[config.mk]
export PLATFORM = sky130hd
export DESIGN_NAME = pcs_tx_gearbox
export DESIGN_NICKNAME = d
export VERILOG_FILES = /design/src/rtl/pcs_pkg.sv /design/src/rtl/pcs_gearbox_seq.sv /design/src/rtl/pcs_tx_gearbox.sv
export SDC_FILE = /design/constraint.sdc
export NUM_CORES = 1
export LEC_CHECK = 0
export CORE_MARGIN = 1
export CORE_UTILIZATION = 35
export DETAILED_ROUTE_END_ITERATION = 16
export GPL_TIMING_DRIVEN = 1
export PLACE_DENSITY_LB_ADDON = 0.05
export SETUP_SLACK_MARGIN = 0.02
export SLEW_MARGIN = 40
export SYNTH_ARGS = -nofsm -noshare
export SYNTH_HDL_FRONTEND = slang
export SYNTH_SLANG_ARGS = --single-unit
export TNS_END_PERCENT = 5
[constraint.sdc]
create_clock -name i_clk -period 4.4 [get_ports i_clk]
set_input_delay 0.44 -clock i_clk [delete_from_list [all_inputs] [get_ports i_clk]]
set_output_delay 0.44 -clock i_clk [all_outputs]
set_load 0.005 [all_outputs]
[src/rtl/pcs_pkg.sv]
// -----------------------------------------------------------------------------
// pcs_pkg
// Shared PCS constants and helpers for the 64b/66b TX/RX gearbox path.
//   SYNC_DATA / SYNC_CTRL          : 2-bit sync header encodings
//   GEARBOX_BLOCKS_PER_PERIOD      : 66b blocks per gearbox period
//   SEQ_W                          : width of the gearbox sequence counter
//   beat_e                         : position of an input beat within a block
//   pause_len(width)/cycle_len(width): period geometry for a given word width
// -----------------------------------------------------------------------------
package pcs_pkg;

  localparam logic [1:0]  SYNC_DATA                 = 2'b10;
  localparam logic [1:0]  SYNC_CTRL                 = 2'b01;
  localparam int unsigned GEARBOX_BLOCKS_PER_PERIOD = 32;
  localparam int unsigned SEQ_W                     = 7;

  typedef enum logic {
    BEAT_HDR  = 1'b0,
    BEAT_BODY = 1'b1
  } beat_e;

  // Paused cycles per period: one per input beat of a block.
  function automatic int unsigned pause_len(input int unsigned width);
    return 64 / width;
  endfunction

  // 32 blocks of 66 bits fill exactly 33 blocks' worth of output words.
  function automatic int unsigned cycle_len(input int unsigned width);
    return (GEARBOX_BLOCKS_PER_PERIOD + 1) * pause_len(width);
  endfunction

endpackage

[src/rtl/pcs_gearbox_seq.sv]
// -----------------------------------------------------------------------------
// pcs_gearbox_seq
// Gearbox period counter and pause decode, shared by the TX gearbox and the
// RX slip logic.
//   i_clk      : clock
//   i_reset_n  : asynchronous active-low reset
//   o_count    : cycle counter, 0..CYCLE_LEN-1, wraps
//   o_pause    : high on the last PAUSE_LEN counts of the period
// -----------------------------------------------------------------------------
module pcs_gearbox_seq
  import pcs_pkg::*;
#(
  parameter int unsigned DATA_WIDTH = 32
) (
  input  logic             i_clk,
  input  logic             i_reset_n,
  output logic [SEQ_W-1:0] o_count,
  output logic             o_pause
);

  localparam int unsigned      CYCLE_LEN   = cycle_len(DATA_WIDTH);
  localparam int unsigned      PAUSE_LEN   = pause_len(DATA_WIDTH);
  localparam logic [SEQ_W-1:0] LAST_COUNT  = SEQ_W'(CYCLE_LEN - 1);
  localparam logic [SEQ_W-1:0] PAUSE_START = SEQ_W'(CYCLE_LEN - PAUSE_LEN);

  always_ff @(posedge i_clk or negedge i_reset_n) begin
    if (!i_reset_n) begin
      o_count <= '0;
    end else if (o_count == LAST_COUNT) begin
      o_count <= '0;
    end else begin
      o_count <= o_count + 1'b1;
    end
  end

  always_comb begin
    o_pause = (o_count >= PAUSE_START);
  end

endmodule

[src/rtl/pcs_tx_gearbox.sv]
// -----------------------------------------------------------------------------
// pcs_tx_gearbox
// Internal 66b -> DATA_WIDTH TX gearbox. Packs scrambled 64b/66b blocks into a
// gap-free DATA_WIDTH-bit stream and throttles upstream with o_pause.
//   i_clk      : TX user clock
//   i_reset_n  : asynchronous active-low reset
//   i_data     : block payload beat, LSB first in time
//   i_header   : sync header, used only on the first beat of a block
//   o_pause    : upstream must hold; inputs ignored this cycle
//   o_data     : registered output word, bit 0 transmitted first
//   o_valid    : high once the first accepted beat has reached o_data
//   o_sequence : gearbox cycle counter (only with PCS_TX_GEARBOX_SEQ_OUT_EN)
// DATA_WIDTH must be 32 or 64.
// Optional: define PCS_TX_GEARBOX_SEQ_OUT_EN to expose o_sequence.
// -----------------------------------------------------------------------------
module pcs_tx_gearbox
  import pcs_pkg::*;
#(
  parameter int unsigned DATA_WIDTH = 32
) (
  input  logic                  i_clk,
  input  logic                  i_reset_n,
  input  logic [DATA_WIDTH-1:0] i_data,
  input  logic [1:0]            i_header,
  output logic                  o_pause,
  output logic [DATA_WIDTH-1:0] o_data,
  output logic                  o_valid
`ifdef PCS_TX_GEARBOX_SEQ_OUT_EN
  ,
  output logic [SEQ_W-1:0]      o_sequence
`endif
);

  localparam int unsigned BEATS_PER_BLOCK = 64 / DATA_WIDTH;
  localparam int unsigned APP_W  = DATA_WIDTH + 2;
  localparam int unsigned BUF_W  = 2 * DATA_WIDTH + 2;
  localparam int unsigned COMB_W = DATA_WIDTH + BUF_W;
  localparam int unsigned FILL_W = (DATA_WIDTH == 64) ? 8 : 7;

  if (!(DATA_WIDTH == 32 || DATA_WIDTH == 64)) begin : g_bad_width
    $error("pcs_tx_gearbox: DATA_WIDTH must be 32 or 64");
  end

  logic [SEQ_W-1:0]  seq_count;
  logic              pause;
  beat_e             beat_q;
  logic [BUF_W-1:0]  buf_q;
  logic [FILL_W-1:0] fill_q;
  logic [FILL_W-1:0] fill_sum;
  logic [FILL_W-1:0] app_len;
  logic [APP_W-1:0]  app_bits;
  logic [COMB_W-1:0] comb;

  pcs_gearbox_seq #(
    .DATA_WIDTH (DATA_WIDTH)
  ) u_seq (
    .i_clk     (i_clk),
    .i_reset_n (i_reset_n),
    .o_count   (seq_count),
    .o_pause   (pause)
  );

  always_comb begin
    o_pause = pause;
  end

`ifdef PCS_TX_GEARBOX_SEQ_OUT_EN
  always_comb begin
    o_sequence = seq_count;
  end
`endif

  // New bits land directly above the residue; bits above fill are always 0,
  // so OR-ing is a concatenation.
  always_comb begin
    app_bits = '0;
    app_len  = '0;
    if (!pause) begin
      if (beat_q == BEAT_HDR) begin
        app_bits = {i_data, i_header};
        app_len  = FILL_W'(APP_W);
      end else begin
        app_bits = {2'b00, i_data};
        app_len  = FILL_W'(DATA_WIDTH);
      end
    end
    comb     = COMB_W'(buf_q) | (COMB_W'(app_bits) << fill_q);
    fill_sum = fill_q + app_len;
  end

  always_ff @(posedge i_clk or negedge i_reset_n) begin
    if (!i_reset_n) begin
      o_data  <= '0;
      o_valid <= 1'b0;
      buf_q   <= '0;
      fill_q  <= '0;
      beat_q  <= BEAT_HDR;
    end else begin
      o_data <= comb[DATA_WIDTH-1:0];
      buf_q  <= comb[COMB_W-1:DATA_WIDTH];
      fill_q <= fill_sum - FILL_W'(DATA_WIDTH);
      if (!pause) begin
        o_valid <= 1'b1;
        if (BEATS_PER_BLOCK == 2) begin
          beat_q <= (beat_q == BEAT_HDR) ? BEAT_BODY : BEAT_HDR;
        end
      end
    end
  end

  // A full output word must always be available before the shift.
  a_no_underflow : assert property (@(posedge i_clk) disable iff (!i_reset_n)
    fill_sum >= FILL_W'(DATA_WIDTH));

  // Pauses are block-aligned, so the body beat always falls on an odd count.
  a_beat_aligned : assert property (@(posedge i_clk) disable iff (!i_reset_n)
    !pause |-> ((beat_q == BEAT_BODY) == ((BEATS_PER_BLOCK == 2) && (seq_count % 2 == 1))));

endmodule
# Word-level counts from Yosys, hierarchy flattened
# Index checks and enable logic that the tools add are counted.
# word_totals
output_inout_bits	34
ff_bits	114
# classes
n_eq_ne	1
muxes	6
n_lt_le_gt_ge	1
n_addsub	3
n_shift	1
bitwise_logic	1
# ops
op	count
66-bit by 98-bit OR with 98-bit output	1
34-bit by 7-bit left shift with 98-bit output	1
34-bit 2-to-1 mux	2
7-bit by 1-bit adder with 7-bit output (second input constant)	1
7-bit adder	1
7-bit equality test (second input constant)	1
7-bit >= comparator (second input constant)	1
7-bit 2-to-1 mux	1
7-bit by 6-bit subtractor with 7-bit output (second input constant)	1
6-bit 2-to-1 mux	1
2-bit 2-to-1 mux	1
1-bit 2-to-1 mux	1

# Depth between registers and ports, before layout
# depth
word_depth	4
depth_mapped	10
mapped_depth_nobuf	7

# By module
# Synthesis repeated with hierarchy kept, for this count alone.
# unflattened
hier_cells	629
hier_area_um2	6317.3
# modules_own_cells
module	cells_each	seq_area_each_um2	instances	area_per_inst_um2
pcs_tx_gearbox	600	2652.5	1	5977.0
pcs_gearbox_seq	29	175.2	1	340.3

# Least setup slack after synthesis
# Ideal clock, no wire load.
# synth_timing
path_kind	register to register
from	register beat_q
to	register buf_q[0]
stages_incl_launch_ff	10
arrival_ns	1.933
required_time_ns	4.274
setup_slack_ns	2.341
setup_ns	0.126
period_less_slack_ns	2.059
cell_sequence	dfrtp_1 buf_6 buf_6 buf_6 mux2i_1 o22ai_1 nor2_4 o32ai_1 a21o_1 a221o_1
# synth_between
elab_chain_cells	4
# synth_lines
element	line_no	rtl
from (decl)	pcs_tx_gearbox.sv:46	beat_e beat_q;
from (signal assigned)	pcs_tx_gearbox.sv:105	beat_q <= (beat_q == BEAT_HDR) ? BEAT_BODY : BEAT_HDR;
34-bit 2-to-1 mux	pcs_tx_gearbox.sv:79	if (beat_q == BEAT_HDR) begin
34-bit 2-to-1 mux	pcs_tx_gearbox.sv:78	if (!pause) begin
34-bit by 7-bit left shift with 98-bit output	pcs_tx_gearbox.sv:87	comb = COMB_W'(buf_q) | (COMB_W'(app_bits) << fill_q);
66-bit by 98-bit OR with 98-bit output	pcs_tx_gearbox.sv:87	
named net comb[32]	pcs_tx_gearbox.sv:52	logic [COMB_W-1:0] comb;
to (signal assigned)	pcs_tx_gearbox.sv:100	buf_q <= comb[COMB_W-1:DATA_WIDTH];
to (decl)	pcs_tx_gearbox.sv:47	logic [BUF_W-1:0] buf_q;
# The timed path passes the listed nets, and every way through them passes these cells.
# A chain may end at the register's enable or synchronous reset.

# Final worst setup path
# layout_timing
from	register beat_q
to	register buf_q[22]
# Same word-level chain as after synthesis.

==> impl_metrics.tcl <==
set metrics [dict create \
    worstPathCellList "mux2i_1, o22ai_1, nor2_1, mux2i_1, a221oi_1, o21ai_1" \
    area_growth_pct 22.5 \
    ys_seq_elements 113 \
    fin_worst_skew_ns 0.0175 \
    most-common-layout-cells "dfrtp_1 (112), clkdlybuf4s50_1 (68), mux2i_1 (62)" \
    grt_pass1_vias 5825 \
    synth_area_leaders "dfrtp_1 (43%), mux2i_1 (9.5%), o22ai_1 (4.3%), nor2_1 (3.3%), o21ai_0 (2.7%)" \
    reg2reg_depth 6 \
    routed_via_density 6.07 \
    clock.fmax_mhz 361 \
    synth_area_um2 6550 \
    cp-start-kind "flop" \
    mostFrequentLayoutCell "dfrtp_1" \
    drtAntennaViolNets 0 \
    placed_cells 923 \
    drtPass1Iterations 13 \
    die_h_um 139 \
    remaining_drc_errors 3 \
    startpoint "beat_q" \
    fin_crit_sh 0.630 \
    nets 756 \
    setup.worst_path.end_class "flop" \
    yosys_warnings 0 \
    grt_pass1_wl_um 36200 \
    rows 49 \
    vias 5793 \
    cts_setup_buffers 0 \
    postSynthNetCount 700 \
    cts_resized 0 \
    initialDrtViolationCount 514 \
    finalMaxSlewViolations 0 \
    cpMostUsedCell "mux2i_1" \
    antenna_found_initial 0 \
    postCtsHoldBufs 0 \
    synthCells 657 \
    ir_worst_vdd_v 0.000255 \
    ff2ff_setup_slack_ns 1.63 \
    hold_slack_ns -0.00695 \
    hold_viol 2 \
    finalSetupTns_ns 0 \
    violations "DRC, hold timing" \
    drive_gt1_frac 0.127 \
    required_ns 4.69 \
    maxCapViolations 0 \
    yosys.area.top_type_share 0.432 \
    async_reset_ff_frac 1.00 \
    ios 70 \
    period_needed_ns 2.77 \
    clock_sinks 113 \
    finalWeightedCongestion 0.907 \
    synth_seq_area_share 0.432 \
    core_um2 18100 \
    synth_flop_cell "dfrtp_1" \
    dp_hpwl_um 17500 \
    grt_usage 0.253 \
    synth_edf_count 0 \
    grt_setup_unrepaired "false" \
    reg2reg_from "beat_q" \
    worstSkewPairLatency_ns 0.42 \
    worstPathArrival_ns 3.06 \
    grt-ovfl-total 0 \
    io_buffers 69 \
    clock-root-buffer "clkbuf_16" \
    setup_violations 0 \
    critPathKind "reg2reg" \
    yosysUniqueCellTypes 67 \
    htree_levels 4 \
    wirelength_um 23700 \
    timing.rr.end "buf_q[22]" \
    synth.avg_cell_area_um2 9.96 \
    cts_tree "built" \
    hold_class "in2async" \
    diodes 0 \
    leakage_nw 3.60 \
    wl_per_cell_um 24.8 \
    die-area_um2 19300 \
    grt_max_degree 66 \
    max-slew-margin-rel 0.456 \
    slowest_delay_ns 0.81 \
    crit_fanout 39 \
    p_per_area_nw_per_um2 342 \
    clock_path_buffers 2 \
    initial_utilization 0.361 \
    cpMaxStageDelayCell "dfrtp_4" \
    status "finished with violations" \
    die_w_um 139 \
    worst_pin_slew_ns 0.809 \
    path_clk_slew_ns 0.06 \
    cts_buffers 17 \
    yosysTopAreaCell "dfrtp_1" \
    final_cells 955 \
]
kinds of logic (layout without fill, tap and decap cells):
| family | Yosys count | after routing | synth area share |
|---|---|---|---|
| compound gates | 222 | 222 | 0.242 |
| simple gates | 162 | 162 | 0.114 |
| flops | 113 | 113 | 0.432 |
| mux | 83 | 83 | 0.140 |
| buf+inv | 60 | 129 | 0.0457 |
| xor+xnor | 10 | 10 | 0.0134 |
| fa+ha+maj | 7 | 7 | 0.0134 |
layout make-up:
type | count | area (um2)
Clock buffer | 22 | 484
Timing Repair Buffer | 88 | 835
Sequential cell | 113 | 2830
Tap cell | 229 | 287
Multi-Input combinational cell | 484 | 3420
Inverter | 9 | 33.8
Clock inverter | 10 | 125
Fill cell | 1761 | 10100
worst max-delay path, delay by kind of cell (launching register included):
kind,cells,cell delay [ns]
muxes,2,0.88
DFF,1,0.81
AOI/OAI and AO/OA,3,0.62
and+or+nand+nor,1,0.30
synth_stat cells (4+ instances only):
cell	instances
nand3_1	12
a32oi_1	4
o221ai_1	7
nor3_1	14
xnor2_1	7
a21oi_1	24
nand2b_1	8
a21o_1	19
o21ai_1	9
mux2i_1	62
o32ai_1	4
buf_6	8
a221oi_1	12
inv_1	8
nor2b_1	5
dfrtp_1	113
o22ai_1	45
and3_1	4
a22oi_1	6
buf_1	5
buf_2	8
a221o_1	13
ha_1	7
clkbuf_1	29
o21bai_1	10
nand2_1	43
o21ai_0	35
nor2_1	58
o22a_1	6
mux2_2	14
worst max-delay path by stage:
stage / to / slack (ns) / cells past startpoint
after global routing: buf_q[57] / 1.49 / 6
final: buf_q[22] / 1.63 / 6
after CTS: buf_q[62] / 1.68 / 6
after global placement: buf_q[6] / 1.44 / 6
after detailed placement: buf_q[22] / 1.70 / 6
after floorplan: buf_q[0] / 2.34 / 9
registers in the layout, indices dropped and copies added (netlist names):
| name | cells |
|---|---|
| beat_q | 1 |
| buf_q | 66 |
| fill_q | 6 |
| o_data | 32 |
| o_valid | 1 |
| u_seq.o_count | 7 |
stage by stage:
step / setup slack [ns] / cell area (um2) / total power, mW / utilization
4_1_cts: 1.68 / 8020 / 2.77 / 0.442
3_3_place_gp: 1.44 / 7400 / 1.36 / 0.408
6_report: 1.63 / 8020 / 2.74 / 0.442
3_5_place_dp: 1.70 / 7410 / 1.36 / 0.408
2_1_floorplan: 2.34 / 6550 / 1.22 / -
5_1_grt: 1.49 / 8020 / 2.84 / 0.442
metal layers:
| layer | track usage | wire length, um | share of wire |
|---|---|---|---|
| met1 | 0.344 | 10500 | 0.44 |
| met2 | 0.397 | 11100 | 0.47 |
| met3 | 0.0463 | 1500 | 0.063 |
| met4 | 0.104 | 690 | 0.029 |
| met5 | 0 | 0 | 0 |
where the power goes:
part	internal (mW)	switching, mW	total (mW)	leakage [nW]
clock	0.898	0.507	1.40	0.286
sequential	1.08	0.0105	1.09	1.35
combinational	0.113	0.138	0.251	1.96
total	2.09	0.655	2.74	3.60
(Power assumes the default switching activity.)
